==> src/rtl/eth_egress_vlan_tagger.sv <==
// Per-port egress VLAN stage: forwards native frames untagged, inserts an
// 802.1Q tag after the source MAC on trunk ports, drops disallowed VLANs.
module eth_egress_vlan_tagger #(
    parameter logic [15:0] TPID      = 16'h8100,
    parameter int          CNT_WIDTH = 32
) (
    input  logic                 aclk,
    input  logic                 areset_n,
    input  logic                 s_tvalid,
    output logic                 s_tready,
    input  logic [31:0]          s_tdata,
    input  logic [3:0]           s_tkeep,
    input  logic                 s_tlast,
    input  logic                 s_tuser,
    input  logic [11:0]          s_vlan,
    output logic                 m_tvalid,
    input  logic                 m_tready,
    output logic [31:0]          m_tdata,
    output logic [3:0]           m_tkeep,
    output logic                 m_tlast,
    output logic                 m_tuser,
    input  logic [11:0]          port_vlan,
    input  logic                 port_trunk,
    output logic [CNT_WIDTH-1:0] cnt_tagged,
    output logic [CNT_WIDTH-1:0] cnt_dropped,
    output logic [CNT_WIDTH-1:0] cnt_runt
);
    // state | meaning
    // FIRST | waiting for first beat of a frame; VLAN decision taken here
    // HDR   | forwarding beats 1 and 2 (MAC addresses)
    // TAG   | inserting the 802.1Q tag word, upstream stalled
    // BODY  | forwarding remaining beats until tlast
    // DROP  | discarding beats of a filtered frame until tlast
    typedef enum logic [2:0] {
        ST_FIRST,
        ST_HDR,
        ST_TAG,
        ST_BODY,
        ST_DROP
    } state_t;

    localparam logic [CNT_WIDTH-1:0] CNT_ONE = {{(CNT_WIDTH-1){1'b0}}, 1'b1};

    state_t      state, state_nxt;
    logic        tag_q, tag_nxt;
    logic        hdr2_q, hdr2_nxt;
    logic [11:0] vlan_q, vlan_nxt;

    logic        out_free;
    logic        accept;
    logic        load;
    logic [31:0] ld_data;
    logic [3:0]  ld_keep;
    logic        ld_last;
    logic        ld_user;
    logic        inc_tagged;
    logic        inc_dropped;
    logic        inc_runt;

    always_comb begin
        out_free    = !m_tvalid || m_tready;
        s_tready    = 1'b0;
        state_nxt   = state;
        tag_nxt     = tag_q;
        hdr2_nxt    = hdr2_q;
        vlan_nxt    = vlan_q;
        load        = 1'b0;
        ld_data     = s_tdata;
        ld_keep     = s_tkeep;
        ld_last     = s_tlast;
        ld_user     = s_tuser;
        inc_tagged  = 1'b0;
        inc_dropped = 1'b0;
        inc_runt    = 1'b0;

        if (areset_n) begin
            case (state)
                ST_TAG:  s_tready = 1'b0;
                ST_DROP: s_tready = 1'b1;
                default: s_tready = out_free;
            endcase
        end
        accept = s_tvalid && s_tready;

        case (state)
            ST_FIRST: begin
                if (accept) begin
                    if ((s_vlan != port_vlan) && !port_trunk) begin
                        if (s_tlast) inc_dropped = 1'b1;
                        else         state_nxt   = ST_DROP;
                    end else begin
                        load     = 1'b1;
                        tag_nxt  = (s_vlan != port_vlan);
                        vlan_nxt = s_vlan;
                        hdr2_nxt = 1'b0;
                        if (s_tlast) begin
                            ld_user  = 1'b1;
                            inc_runt = 1'b1;
                        end else begin
                            state_nxt = ST_HDR;
                        end
                    end
                end
            end
            ST_HDR: begin
                if (accept) begin
                    load = 1'b1;
                    if (s_tlast) begin
                        // runts never get a tag, even when the decision said so
                        ld_user   = 1'b1;
                        inc_runt  = 1'b1;
                        state_nxt = ST_FIRST;
                    end else if (hdr2_q) begin
                        state_nxt = tag_q ? ST_TAG : ST_BODY;
                    end else begin
                        hdr2_nxt = 1'b1;
                    end
                end
            end
            ST_TAG: begin
                if (out_free) begin
                    load       = 1'b1;
                    ld_data    = {vlan_q[7:0], 4'h0, vlan_q[11:8], TPID[7:0], TPID[15:8]};
                    ld_keep    = 4'hf;
                    ld_last    = 1'b0;
                    ld_user    = 1'b0;
                    inc_tagged = 1'b1;
                    state_nxt  = ST_BODY;
                end
            end
            ST_BODY: begin
                if (accept) begin
                    load = 1'b1;
                    if (s_tlast) state_nxt = ST_FIRST;
                end
            end
            ST_DROP: begin
                if (accept && s_tlast) begin
                    inc_dropped = 1'b1;
                    state_nxt   = ST_FIRST;
                end
            end
            default: state_nxt = ST_FIRST;
        endcase
    end

    always_ff @(posedge aclk) begin
        if (!areset_n) begin
            state  <= ST_FIRST;
            tag_q  <= 1'b0;
            hdr2_q <= 1'b0;
            vlan_q <= 12'h000;
        end else begin
            state  <= state_nxt;
            tag_q  <= tag_nxt;
            hdr2_q <= hdr2_nxt;
            vlan_q <= vlan_nxt;
        end
    end

    always_ff @(posedge aclk) begin
        if (!areset_n) begin
            m_tvalid <= 1'b0;
            m_tdata  <= 32'h0;
            m_tkeep  <= 4'h0;
            m_tlast  <= 1'b0;
            m_tuser  <= 1'b0;
        end else if (load) begin
            m_tvalid <= 1'b1;
            m_tdata  <= ld_data;
            m_tkeep  <= ld_keep;
            m_tlast  <= ld_last;
            m_tuser  <= ld_user;
        end else if (m_tready) begin
            m_tvalid <= 1'b0;
        end
    end

    always_ff @(posedge aclk) begin
        if (!areset_n) begin
            cnt_tagged  <= '0;
            cnt_dropped <= '0;
            cnt_runt    <= '0;
        end else begin
            if (inc_tagged)  cnt_tagged  <= cnt_tagged + CNT_ONE;
            if (inc_dropped) cnt_dropped <= cnt_dropped + CNT_ONE;
            if (inc_runt)    cnt_runt    <= cnt_runt + CNT_ONE;
        end
    end

endmodule
==> config.mk <==
export PLATFORM = sky130hd
export DESIGN_NAME = eth_egress_vlan_tagger
export DESIGN_NICKNAME = d
export VERILOG_FILES = /design/src/rtl/eth_egress_vlan_tagger.sv
export SDC_FILE = /design/constraint.sdc
export NUM_CORES = 1
export LEC_CHECK = 0
export CAP_MARGIN = 20
export CORE_UTILIZATION = 51
export DETAILED_ROUTE_END_ITERATION = 7
export HOLD_SLACK_MARGIN = 0.08
export PLACE_DENSITY = 0.83
export SLEW_MARGIN = 20
export SYNTH_ARGS = -nofsm -noshare
export SYNTH_HDL_FRONTEND = slang
export SYNTH_SLANG_ARGS = --single-unit
==> constraint.sdc <==
create_clock -name aclk -period 5.8 [get_ports aclk]
set_input_delay 0.87 -clock aclk [delete_from_list [all_inputs] [get_ports aclk]]
set_output_delay 0.87 -clock aclk [all_outputs]
set_load 0.05 [all_outputs]
==> metrics list, run 1 <==
- Maximum frequency from static timing analysis: 0.250 GHz
* Share of the yosys chip area belonging to registers: 43.7%
- Vias: 6,731
* Remaining antenna violation count after routing: 0
- STA classifies the critical path startpoint as an input port.
* Post-synthesis to final-layout area growth: 39.2%
- The layout has 1,030 filler cells.
- The analysis attributes to cell leakage a power of 0.00320 µW.
* Largest delay contributor family on the critical path: buffers and inverters
* Share of power burned in the clock network: 46.3%
* Seq pwr share: 44.5%
* Cell with the biggest individual delay on the critical path: sky130_fd_sc_hd__clkdlybuf4s50_1
* Detailed placement HPWL: 12,900 µm
- Post-DR wirelength/cell: 15.7 µm
- Delay of the slowest cell on the worst path: 0.74 ns
- Number of setup violations in the final report: 0
* CTS Root Buffer Type: sky130_fd_sc_hd__clkbuf_16
- Number of synthesis warnings: 0
* Synthesized area per cell: 8.26 µm²
- Per report_power, the combinational group accounts for 9.2% of the total.
- Once the floorplan was initialized, standard cells occupied 52.4% of the core.
- In this run, CTS created clock tree buffers numbering 17.
- Gate count of the mapped netlist: 843
- The worst hold path belongs to the class reg2reg.
* First-iteration detailed-routing DRC count: 544
- Port Buffers: 202
* Count of flip-flops with a built-in enable after synthesis: 0
- Headroom to the max-slew limit came out at 31.2%.
* Post-Route Setup TNS: 0 ns
* Fraction of the cycle the final worst path needs: 69.0%
* Antenna violations before repair: 0
- The run finished with clean final reports.
* Most repeated cell in the gate-level netlist after synthesis: sky130_fd_sc_hd__dfxtp_1
* Number of max-slew violations in the final report: 0
- Total global-route track usage: 27.1%
- Number of storage elements in the synthesis netlist: 152
- The worst setup path is of the in2out kind.
- In the routed layout, each cell is associated on average with a via count of 5.56.
- TritonCTS sink count: 152
- Switch Pwr: 558 µW
* Clock network latency to the later pin of the worst-skew pair: 0.42 ns
* Slew @ Worst Pin: 1.03 ns
- Post-synth top flop: sky130_fd_sc_hd__dfxtp_1
- Together, buffers and inverters on the worst path number 2.
- The floorplan step defined a die boundary enclosing 14,100 µm².
* Ports placed on the boundary: 203
* Util after Layout: 72.8%
* Power Density: 251 nW/µm²
* Worst r2r path cells: 6
* Worst-case clock buffer depth: 2
* Horizontal die dimension: 119 µm
* Cell Rows: 42
* Die Ht: 119 µm
- Tmin final: 4.00 ns
- The number of antenna diodes in the final layout is 0.
- The biggest area contributor in the post-synthesis netlist is sky130_fd_sc_hd__dfxtp_1.
- Vias in the first global route: 6,160
- Final net count: 1,091
- Post-synthesis net count: 913
- TritonCTS built the clock tree.
* Share of post-route cells with drive strength above 1: 5.42%
- Max cap viols: 0
- Area share of the leading cell type in the synthesized netlist: 43.7%
* Register clock-pin slew on the reported worst setup and hold paths: 0.06 ns
- Largest net degree at the start of global routing: 74
* Number of failing hold endpoints at the final stage: 0
- Buffers inserted to repair hold after CTS numbered 0.
- Ranked by instance count, the synthesized netlist is headed by 152 x sky130_fd_sc_hd__dfxtp_1, 105 x sky130_fd_sc_hd__nand2_1, 104 x sky130_fd_sc_hd__nor2_1.
* Placeable Area: 13,300 µm²
- Multi-input gate area: 3700 µm²
* Final WL: 19,000 µm
- Clock skew on the completed layout was measured at 0.00827 ns.
- Net switching is 23.0% of the power.
- Number of design rule violations left after detail routing: 0
- Dominant cells by area after synthesis: sky130_fd_sc_hd__dfxtp_1 44%, sky130_fd_sc_hd__xnor2_1 8.3%, sky130_fd_sc_hd__nand2_1 5.7%
- GP Congestion: 0.828
- The critical path goes through clkdlybuf4s50_1 > nor2b_1 > o21ai_0 > o21ai_0 > nor2_1 > clkdlybuf4s50_1.
- First-pass iteration count of the detailed router: 5
- Post-synth ARST share: 0%
- After clock tree synthesis, the setup repair step added 0 buffers.
* Post-CTS sizing: 0
- Largest vdd supply drop: 0.000190 V
- Arrival @ worst endpoint: 3.13 ns
- Wire length of the first global-routing pass: 30,800 µm
- Post-synth design cell area: 6960 µm²
- CTS built an H-tree with a depth of 4.
* Count of distinct cell types in the synthesized netlist: 55
* Footprint of the flip-flops and latches: 3040 µm²
* Cells on Worst Hold Path: 2
- Stages on the worst setup path: 6
* Setup repair after global routing missed its margin: no
- The worst setup path is captured at a primary output.
- Remaining Overflow, GRT: 0
- Maximum fanout encountered on the critical timing path: 9
- For the worst setup path, the data required time is 4.93 ns.
- Cell-internal power: 1870 µW
[path summary, 6_finish.rpt]
| check | slack, ns | from | end |
|---|---|---|---|
| max | 1.80 | m_tready | s_tready |
| min | 0.45 | m_tdata[2] | m_tdata[2] |
| max reg2reg | 2.96 | state[2] | cnt_dropped[10] |
| min reg2reg | 0.45 | m_tdata[2] | m_tdata[2] |
[sequential cells by signal (all words and copies together), names as in the netlist, 3 cells and up]
register,flops
m_tdata,32
state,3
cnt_dropped,32
cnt_tagged,32
cnt_runt,32
m_tkeep,4
vlan_q,12
[cells by family (layout without fill, tap and decap cells)]
family,count (synthesis),after routing,share of synthesized area (%)
compound gates,115,115,10.1
xor+xnor,80,80,10.1
fa+ha+maj,3,3,0.539
buf+inv,63,254,3.56
flops,152,152,43.7
mux,5,5,0.719
simple gates,425,425,31.3
[worst min-delay path: stages (launching register included)]
cell                      delay [ns]
sky130_fd_sc_hd__dfxtp_1        0.31
sky130_fd_sc_hd__nand2_1        0.05
sky130_fd_sc_hd__a21oi_1        0.05
[power groups by stage]
stage / Sequential (µW) / Combinational (µW) / Clock, µW
after floorplan: 1150 / 80.7 / 0
after global placement: 1100 / 219 / 0
after detailed placement: 1100 / 222 / 0
after CTS: 1080 / 224 / 1140
after global routing: 1080 / 239 / 1190
final: 1080 / 224 / 1120
[layer usage]
| layer | GRT usage [%] | share of wire [%] | vias to the layer above |
|---|---|---|---|
| met5 | 0 | 0 | - |
| met3 | 6.70 | 6.7 | 32 |
| met4 | 10.0 | 2.0 | 0 |
| met1 | 34.2 | 43 | 3114 |
| li1 | - | - | 3318 |
| met2 | 44.7 | 49 | 267 |
[per-stage QoR]
| step | total power (µW) | hold WS (ns) | area [µm²] | instances | setup slack, ns |
|---|---|---|---|---|---|
| 6_report | 2430 | 0.448 | 9690 | 1210 | 1.80 |
| 5_1_grt | 2510 | 0.466 | 9690 | 1210 | 1.69 |
| 4_1_cts | 2440 | 0.451 | 9690 | 1210 | 1.80 |
| 3_5_place_dp | 1320 | 0.443 | 9070 | 1178 | 1.85 |
| 3_3_place_gp | 1320 | 0.438 | 9060 | 1178 | 1.82 |
| 2_1_floorplan | 1230 | 0.429 | 6960 | 843 | 2.77 |
[placed cells by master (no fill, tap or decap), types with 5 or more instances in the layout]
cell type and count:
sky130_fd_sc_hd__xnor2_1 66, sky130_fd_sc_hd__clkbuf_16 17, sky130_fd_sc_hd__nor2_1 104, sky130_fd_sc_hd__and2_1 5
sky130_fd_sc_hd__o21ai_0 28, sky130_fd_sc_hd__and4_1 9, sky130_fd_sc_hd__nand2_1 105, sky130_fd_sc_hd__buf_4 5
sky130_fd_sc_hd__and3_1 10, sky130_fd_sc_hd__clkbuf_8 7, sky130_fd_sc_hd__clkdlybuf4s50_1 201, sky130_fd_sc_hd__nor3_1 31
sky130_fd_sc_hd__or3_1 14, sky130_fd_sc_hd__a311oi_1 12, sky130_fd_sc_hd__nor4b_1 6, sky130_fd_sc_hd__a21oi_1 42
sky130_fd_sc_hd__inv_1 14, sky130_fd_sc_hd__nand3_1 57, sky130_fd_sc_hd__nand4_1 28, sky130_fd_sc_hd__dfxtp_1 152
sky130_fd_sc_hd__nand2b_1 6, sky130_fd_sc_hd__mux2i_1 5, sky130_fd_sc_hd__nor4_1 24, sky130_fd_sc_hd__xor2_1 14
[area by class of cell]
| cell class | count | share of cell area (%) |
|---|---|---|
| clock buffer | 26 | 5.46 |
| clock inverter | 6 | 0.866 |
| inverter | 15 | 0.607 |
| multi-input combinational | 628 | 38.2 |
| sequential | 152 | 31.4 |
| tap | 176 | 2.27 |
| timing repair buffer | 207 | 21.2 |
Power figures use the tool's default switching activity.
==> run 2: changes to the inputs <==
--- a/config.mk
+++ b/config.mk
@@ -6,10 +6,10 @@
 export NUM_CORES = 1
 export LEC_CHECK = 0
 export CAP_MARGIN = 20
-export CORE_UTILIZATION = 51
+export CORE_UTILIZATION = 48
 export DETAILED_ROUTE_END_ITERATION = 7
 export HOLD_SLACK_MARGIN = 0.08
-export PLACE_DENSITY = 0.83
+export PLACE_DENSITY = 0.79
 export SLEW_MARGIN = 20
 export SYNTH_ARGS = -nofsm -noshare
 export SYNTH_HDL_FRONTEND = slang
==> constraint.sdc (replaced) <==
create_clock -name aclk -period 4.04 [get_ports aclk]
set_input_delay 0.606 -clock aclk [delete_from_list [all_inputs] [get_ports aclk]]
set_output_delay 0.606 -clock aclk [all_outputs]
set_load 0.05 [all_outputs]
==> metrics list, run 2 (synthesis gave the netlist of run 1 again) <==
* Multi-input gate area: 3700 µm²
* Fraction of the cycle the final worst path needs: 77.2%
- Post-Route Setup TNS: 0 ns
* Cts-stage hold buffer count: 0
- Type of the most critical hold path: reg2reg
- Walking the worst path, the cells encountered are clkdlybuf4s50_1 > nor2b_1 > buf_4 > o21ai_0 > o21ai_0 > nor2_1 > clkdlybuf4s50_1.
- Die Footprint: 15,000 µm²
* Remaining max-slew budget at the tightest pin: 36.3%
- Leading cell type in the layout, fill and taps excluded: sky130_fd_sc_hd__clkdlybuf4s50_1
- Static leakage: 0.00324 µW
- Post-CTS timing repair inserted 0 buffers for setup.
- Critical path class: in2out
- Slew @ Worst Pin: 0.955 ns
- Largest vdd supply drop: 0.000292 V
- Entering global routing, the biggest net connects 92 pins.
* Antenna violations before repair: 0
- Remaining Overflow, GRT: 0
* Power Density: 370 nW/µm²
- After the last flow step, the layout net total stands at 1,097.
* Setup repair after global routing missed its margin: no
* TritonCTS sink count: 152
- Share of post-route cells with drive strength above 1: 5.96%
- Post-DR wirelength/cell: 15.3 µm
- In the global route stage, overall resource usage came out at 25.7%.
- Grouping stages by cell kind, the critical path spends the most delay in buffers and inverters.
- Maximum fanout encountered on the critical timing path: 9
* Wire length of the first global-routing pass: 30,400 µm
* Detailed placement HPWL: 13,000 µm
- Dividing the detail-routed via count by the number of cells gives 5.50.
* Die Ht: 122 µm
* Maximum frequency from static timing analysis: 0.321 GHz
- Horizontal die dimension: 122 µm
- Met1 Track Usage GR: 32.3%
- Most crowded layer after global routing: met2
- Cell Rows: 43
- After the first detailed-routing iteration, the DRC count stood at 595.
* Cell with the biggest individual delay on the critical path: sky130_fd_sc_hd__clkdlybuf4s50_1
- The max-slew violation total from the final report came to 0.
- No sink is reached through more buffers than the 2 on the longest clock path.
* Clock network latency to the later pin of the worst-skew pair: 0.42 ns
- After detailed routing, the total wire length is 18,700 µm.
- Category of the worst setup path launch point: input port
- CTS built an H-tree with a depth of 4.
- The flow ran to the end, and the final reports show no timing, DRC or antenna violations.
* Post-CTS sizing: 0
* CTS Root Buffer Type: sky130_fd_sc_hd__clkbuf_16
- For the final database, setup skew stands at 0.00543 ns.
- Clock-pin slew was measured on the worst setup and hold paths at 0.06 ns.
* Vias: 6,707
- Summing internal, switching and leakage power gives 3630 µW.
- Required time of the critical path: 3.43 ns
- Most used cells in the layout excluding fill and tap cells: 201 x sky130_fd_sc_hd__clkdlybuf4s50_1, 152 x sky130_fd_sc_hd__dfxtp_1, 105 x sky130_fd_sc_hd__nand2_1, 104 x sky130_fd_sc_hd__nor2_1, 66 x sky130_fd_sc_hd__xnor2_1
* Clock buffer count from CTS: 17
* Util after Layout: 70.0%
- Number of design rule violations left after detail routing: 0
- GP Congestion: 0.826
- Arrival @ worst endpoint: 2.51 ns
- Counting both buffers and inverters, the worst setup path holds a total of 3.
- Max cap viols: 0
- Met3 layer usage reported by global route: 7.34%
- The worst setup path is captured at a primary output.
- Post-synthesis to final-layout area growth: 40.8%
* Delay of the slowest cell on the worst path: 0.84 ns
- Ports placed on the boundary: 203
- In this run the standard cell core region covers 14,000 µm².
- First-pass iteration count of the detailed router: 5
- Filler Cell Count: 1,154
- Tmin final: 3.12 ns
* Starting density of the core: 49.8%
- The number of global-route vias before repair came to 6,195.
* TritonCTS clock tree: done
* Remaining antenna violation count after routing: 0
* Global-route met2 utilization: 42.1%
- Number of setup violations in the final report: 0
- The number of antenna diodes in the final layout is 0.
- Number of failing hold endpoints at the final stage: 0
* Footprint of the flip-flops and latches: 3040 µm²
- Port Buffers: 202
## run 2: cell type report
cell class / count / share of cell area [%]
multi-input cells: 628 / 37.7
flip-flops and latches: 152 / 31.1
repair buffers: 213 / 21.6
clock buffers: 26 / 5.40
well taps: 180 / 2.30
clock inverters: 6 / 1.35
inverters: 15 / 0.600
## run 2: worst paths after layout
check | start | depth (start not counted) | slack, ns | end
hold reg to reg | m_tdata[2] | 2 | 0.45 | m_tdata[2]
setup / recovery | m_tready | 7 | 0.92 | s_tready
setup reg to reg | state[2] | 7 | 1.47 | cnt_dropped[11]
hold / removal | m_tdata[2] | 2 | 0.45 | m_tdata[2]
## run 2: routing by layer
| layer | vias to the layer above | share of wire, % |
|---|---|---|
| met2 | 252 | 48 |
| met3 | 28 | 7.8 |
| met5 | - | 0 |
| met4 | 0 | 1.6 |
| met1 | 3103 | 43 |
| li1 | 3324 | - |
## run 2: through the flow
| step | setup WS, ns | instance area (µm²) | std cells | hold WS, ns |
|---|---|---|---|---|
| after detailed placement | 0.797 | 9140 | 1188 | 0.443 |
| after floorplan | 1.54 | 6960 | 843 | 0.429 |
| after global routing | 0.835 | 9800 | 1220 | 0.463 |
| after CTS | 0.909 | 9800 | 1220 | 0.452 |
| final | 0.922 | 9800 | 1220 | 0.448 |
| after global placement | 0.894 | 9130 | 1188 | 0.438 |
## run 2: report_power, final
part | leakage, µW | switching [µW] | internal (µW)
Sequential | 0.00123 | 22.5 | 1530
Clock | 0.000323 | 607 | 1150
Combinational | 0.00169 | 187 | 134
Total | 0.00324 | 816 | 2810
## run 2: worst min-delay path: stages (launching register included)
cell	delay, ns
sky130_fd_sc_hd__dfxtp_1	0.30
sky130_fd_sc_hd__nand2_1	0.05
sky130_fd_sc_hd__a21oi_1	0.05
